### src/rtl/itof_pipe.sv
// Three-stage pipelined signed 32-bit integer to IEEE-754 single converter.
// Stages: magnitude/sign, normalise, round/pack; valid/ready on both sides.
module itof_pipe #(
    parameter bit RNE = 1'b1
) (
    input  logic        clk,
    input  logic        rstn,
    input  logic        x_valid,
    output logic        x_ready,
    input  logic [31:0] x,
    output logic        y_valid,
    input  logic        y_ready,
    output logic [31:0] y
);

    logic        r_v1, r_v2, r_v3;
    logic        r_s1_s, r_s1_z;
    logic [31:0] r_s1_m;
    logic        r_s2_s, r_s2_z;
    logic [4:0]  r_s2_lz;
    logic [31:0] r_s2_norm;
    logic [31:0] r_y;

    logic        w_ld3, w_adv2, w_adv1, w_x_fire;
    logic [4:0]  w_lz;
    logic [31:0] w_norm;
    logic [22:0] w_frac;
    logic        w_g, w_st, w_inc;
    logic [23:0] w_sum;
    logic [7:0]  w_exp;
    logic [31:0] w_y;

    // Ready ripples back from the output so bubbles anywhere in the pipe collapse.
    assign w_ld3    = !r_v3 || y_ready;
    assign w_adv2   = !r_v2 || w_ld3;
    assign w_adv1   = !r_v1 || w_adv2;
    assign x_ready  = w_adv1;
    assign w_x_fire = x_valid && w_adv1;

    assign y_valid = r_v3;
    assign y       = r_y;

    always_comb begin
        w_lz = 5'd0;
        for (int i = 0; i < 32; i++) begin
            if (r_s1_m[i]) w_lz = 5'(31 - i);
        end
    end

    assign w_norm = r_s1_m << w_lz;

    assign w_frac = r_s2_norm[30:8];
    assign w_g    = r_s2_norm[7];
    assign w_st   = |r_s2_norm[6:0];
    assign w_inc  = RNE && w_g && (w_st || w_frac[0]);
    assign w_sum  = {1'b0, w_frac} + {23'd0, w_inc};
    // A mantissa carry bumps the exponent; the fraction wraps to zero on its own.
    assign w_exp  = 8'd158 - {3'd0, r_s2_lz} + {7'd0, w_sum[23]};
    assign w_y    = r_s2_z ? 32'h0000_0000 : {r_s2_s, w_exp, w_sum[22:0]};

    always_ff @(posedge clk or negedge rstn) begin
        if (!rstn) begin
            r_v1 <= 1'b0;
            r_v2 <= 1'b0;
            r_v3 <= 1'b0;
            r_y  <= 32'h0000_0000;
        end else begin
            if (w_adv1) r_v1 <= x_valid;
            if (w_adv2) r_v2 <= r_v1;
            if (w_ld3) begin
                r_v3 <= r_v2;
                if (r_v2) r_y <= w_y;
            end
        end
    end

    always_ff @(posedge clk) begin
        if (w_x_fire) begin
            r_s1_s <= x[31];
            r_s1_z <= (x == 32'd0);
            r_s1_m <= x[31] ? (~x + 32'd1) : x;
        end
        if (w_adv2 && r_v1) begin
            r_s2_s    <= r_s1_s;
            r_s2_z    <= r_s1_z;
            r_s2_lz   <= w_lz;
            r_s2_norm <= w_norm;
        end
    end

endmodule

### config.mk
export PLATFORM = sky130hd
export DESIGN_NAME = itof_pipe
export DESIGN_NICKNAME = d
export VERILOG_FILES = /design/src/rtl/itof_pipe.sv
export SDC_FILE = /design/constraint.sdc
export NUM_CORES = 1
export LEC_CHECK = 0
export CAP_MARGIN = 20
export CORE_UTILIZATION = 50
export DETAILED_ROUTE_END_ITERATION = 12
export PLACE_DENSITY = 0.76
export SLEW_MARGIN = 15
export SYNTH_ARGS = -nofsm -noshare
export SYNTH_HDL_FRONTEND = slang
export SYNTH_SLANG_ARGS = --single-unit
### constraint.sdc
create_clock -name clk -period 3.27 [get_ports clk]
set_clock_uncertainty 0.05 [all_clocks]
set_input_delay 0.654 -clock clk [delete_from_list [all_inputs] [get_ports clk]]
set_output_delay 0.654 -clock clk [all_outputs]
set_load 0.02 [all_outputs]
# == Word level (Yosys, flattened, before mapping) ==
# Cells that the tools add are included.
# totals
reg_bits,107
out_inout_bits,34
elab_cells,65
# classes
shift,1
n_reduce_logical,13
addsub,4
bitwise,1
mux,34
# ops
cell,count
5-bit two-way mux,32
"32-bit by 1-bit adder with 32-bit output, second input constant",1
32-bit logical NOT,1
32-bit two-way mux,1
32-bit NOT,1
32-bit by 5-bit left shift with 31-bit output,1
31-bit two-way mux,1
23-bit by 1-bit adder with 24-bit output,1
8-bit by 1-bit adder with 8-bit output,1
"8-bit by 5-bit subtractor with 8-bit output, first input constant",1
7-bit OR reduction,1
1-bit logical OR,4
1-bit logical AND,3
1-bit logical NOT,3
2-bit AND reduction,1

# == Longest topological paths before layout ==
# logic_depth
depth_word,33
mapped_depth,12

# == Worst setup path after synthesis ==
# No wires, ideal clock.
# synth_path
kind,register to register
start,register r_s1_m[15]
end,"register r_s2_norm[24], data pin"
slack_ns,0.511
setup_time_ns,0.275
arrival_time_ns,2.434
synth_period_minus_slack_ns,2.759
path_stages_with_launch,10
path_cell_list,edfxtp_1 > or3_4 > a221oi_2 > o21a_2 > o211ai_4 > buf_4 > a211oi_1 > a211oi_1 > a2111oi_0 > a31oi_1
# synth_via
elab_chain_len,18
# synth_lines
item,line_no,source
from (decl),18,logic [31:0] r_s1_m;
from (signal assigned),81,r_s1_m <= x[31] ? (~x + 32'd1) : x;
5-bit two-way mux (17 in series),46,if (r_s1_m[i]) w_lz = 5'(31 - i);
32-bit by 5-bit left shift with 31-bit output (*),50,assign w_norm = r_s1_m << w_lz;
via w_norm[24],26,logic [31:0] w_norm;
to (signal assigned),87,r_s2_norm <= w_norm;
to (decl),21,logic [31:0] r_s2_norm;
# The timed path passes the listed nets; every way through them passes the cells marked *.
# A chain may end at the register's enable or synchronous reset.

# == Worst setup path in the final report ==
# layout_path
start,input port x[5]
end,"register r_s1_m[28], data pin"
# layout_via
elab_chain_len,3
# layout_lines
item,line_no,source
from (decl),10,"input logic [31:0] x,"
32-bit NOT,81,
32-bit by 1-bit adder with 32-bit output,81,
31-bit two-way mux,81,
# No other way between the ends.

==> metrics.txt <==
status=finished clean; Synth area leaders=edfxtp_1, dfrtp_1, xnor2_1; largest area contributor in the netlist=edfxtp_1; fin crit period=about 3.1 ns; hold_sp=r_s1_s$_DFFE_PP_; leading cell type by number of instances after synthesis=nand2_1; max-cap viol count=0; CTS Buf Count=9; Ys Warns=0; Post-synth EDFFs=72; gr ovfl total=0; Max Clock Freq=0.320 GHz; H-tree depth=3; routed wire length=approximately 17000 um; height of the chip=between 100 and 150 um; Nets=between 800 and 900; Req. time, crit path=around 3.3 ns; Max Slew Vio Count=0; total power=between 4000 and 5000 uW; Post-Syn Area=approximately 6800 um2; # IOs=70; row count=between 40 and 50; initial core utilization=0.514; clock latency on the worst-skew pair=~0.35 ns; final setup vio count=0; CP startpoint kind=primary input; worst slew pin tran=around 0.99 ns; P_int=2740 uW; maximum VDD drop=around 240 uV; first-pass iteration count of the detailed router=6; largest net degree at the start of global routing=39; CTS Sinks=107; worst-path maximum fanout=5; pwr dens=486 nW/um2; Most used DFF post-synth=edfxtp_1; first-pass GRT wire length=roughly 28000 um; Worst Setup Path Type=in2reg; via count=between 5000 and 6000; DR vias/cell=5.95; setup TNS=0 ns; Synth top area share=0.318; Avg WL per Cell=about 17 um; clock root cell=clkbuf_16; Psw=1300 uW; Syn Inst Count=roughly 690; asr flop ratio synth=0.327; vias in the first global route=between 5000 and 6000; list of most frequent post-synthesis cells=nand2_1, edfxtp_1, nor2_1, o21ai_0, xnor2_1; initial antenna violation count=0; ANT cells=0; Clock power frac=0.253; part of the power in registers=0.449; Logic pwr share=0.299; worst r2r dst=r_s2_norm[29]$_DFFE_PP_; Min-Delay Endpoint=r_s2_s$_DFFE_PP_; hold path depth=0; Initial DRC Count=484; P_leak=0.00311 uW; final HPWL from detailed placement=approximately 13000 um; Die W=around 120 um; register area share after synthesis=0.446; synthesized net count=725; Tot GR Track Use=0.245; clk slew on worst S/H paths=about 0.070 ns; CTS tree=yes; WP data arrival=3.16 ns; RSZ-0062 raised after global routing=false; reg2reg setup slack=~0.15 ns; area delta synth->final=22.2%; CTS max path bufs=2; type of destination of the critical path=flop; Synth cell types=80; R2R cell count=8; max_slew headroom=0.335; Reg2Reg Launch Point=r_s1_m[28]$_DFFE_PP_; core area=between 10000 and 15000 um2; DRC Markers=0; DRT antenna net count=0; Die ar.=14100 um2; GP Congestion=0.944; Seq cells post-synth=approximately 110; Switching Fraction=0.322; Cell Count, Final, Fillers Out=between 900 and 1000; share of cells above drive strength 1=0.148; Avg Inst Size Synth=around 9.9 um2; Period Utilization, post-route=0.956; number of port buffers=69; Fin. Hold Viols=0; Worst Hold Class=reg2reg; DP Cell Count=960
## layer usage
metal,up-vias,GRT usage,part of all wire
met5,-,0,0
met3,32,0.0319,0.044
met2,232,0.451,0.51
met4,0,0.0799,0.027
met1,2704,0.294,0.42
li1,2840,-,-
## logic make-up after synthesis
logic type,share of synthesized area
AO/OA/AOI/OAI,0.214
XOR/XNOR,0.0682
adder cells (fa/ha/maj),0.00735
buffers and inverters,0.0375
flip-flops,0.446
multiplexers,0.0502
AND/OR/NAND/NOR,0.177
## registers in the layout, indices dropped and copies added, names as in the netlist
name       flops
y_valid        1
r_s1_m        32
r_s1_z         1
r_s2_lz        5
r_v2           1
r_v1           1
r_s2_norm     31
r_s1_s         1
r_s2_z         1
y             32
r_s2_s         1
## critical path, stage by stage
cell,delay (ns)
clkdlybuf4s50_1,0.43
nor4_2,0.38
nor3b_4,0.31
nand3_1,0.18
or4_1,0.54
inv_1,0.10
nand2_1,0.10
o41ai_1,0.35
xnor2_1,0.12
## what timing repair did
| action | 4_1_cts | 5_1_grt |
|---|---|---|
| resized for setup | 0 | 1 |
| hold buffers | 0 | 0 |
| setup buffers | 0 | 0 |
| endpoints found under the setup margin | 0 | 1 |
## power groups by stage
stage / Sequential [uW] / Combinational (uW) / Clock (uW)
2_1_floorplan: 1910 / 627 / 0
3_3_place_gp: 1830 / 1180 / 0
3_5_place_dp: 1850 / 1200 / 0
4_1_cts: 1820 / 1200 / 1030
5_1_grt: 1840 / 1310 / 1090
6_report: 1820 / 1210 / 1020
## cells in the final DEF, fill, tap and decap left out, types with 4 or more instances in the layout
cell type / n
a2111oi_0: 5
a211oi_1: 21
a21o_1: 5
a21oi_1: 26
a221oi_1: 9
a22o_1: 5
and2_1: 8
and3_1: 10
and4_1: 5
buf_4: 65
clkbuf_16: 9
clkdlybuf4s50_1: 69
dfrtp_1: 35
edfxtp_1: 72
ha_1: 4
inv_1: 17
mux2i_1: 24
nand2_1: 79
nand2b_1: 13
nand3_1: 20
nand4_1: 5
nor2_1: 45
nor3_1: 12
nor4_1: 9
o2111ai_1: 5
o211ai_1: 10
o21ai_0: 43
o22ai_1: 5
o31ai_1: 16
o32ai_1: 5
o41ai_1: 7
or2_2: 6
or4_1: 7
xnor2_1: 36
xor2_1: 17
## how the worst max path moves through the flow
stage | startpoint | to | slack, ns | cells past startpoint
2_1_floorplan | r_s1_m[15]$_DFFE_PP_ | r_s2_norm[24]$_DFFE_PP_ | 0.51 | 9
3_3_place_gp | x[5] | r_s1_m[28]$_DFFE_PP_ | -0.09 | 9
3_5_place_dp | x[5] | r_s1_m[28]$_DFFE_PP_ | -0.24 | 9
4_1_cts | x[5] | r_s1_m[28]$_DFFE_PP_ | 0.11 | 9
5_1_grt | r_s1_m[4]$_DFFE_PP_ | r_s2_norm[30]$_DFFE_PP_ | 0.006 | 10
6_report | x[5] | r_s1_m[28]$_DFFE_PP_ | 0.14 | 9
## cell type report
type / count / area (um2)
fillers: 1111 / 4920
inverters: 22 / 85.1
clock buffers: 9 / 225
multi-input cells: 521 / 3520
clock inverters: 7 / 50.0
repair buffers: 134 / 1180
flip-flops and latches: 107 / 3040
well taps: 176 / 220
## through the flow
stage	hold WS (ns)	worst slack (ns)	utilization	instance area [um2]
6_report	0.391	0.143	0.628	8320
5_1_grt	0.404	0.00560	0.628	8320
4_1_cts	0.394	0.112	0.628	8320
3_5_place_dp	0.377	-0.243	0.607	8040
3_3_place_gp	0.359	-0.0874	0.607	8040
2_1_floorplan	0.308	0.511	-	6810
(Power assumes the default switching activity.)
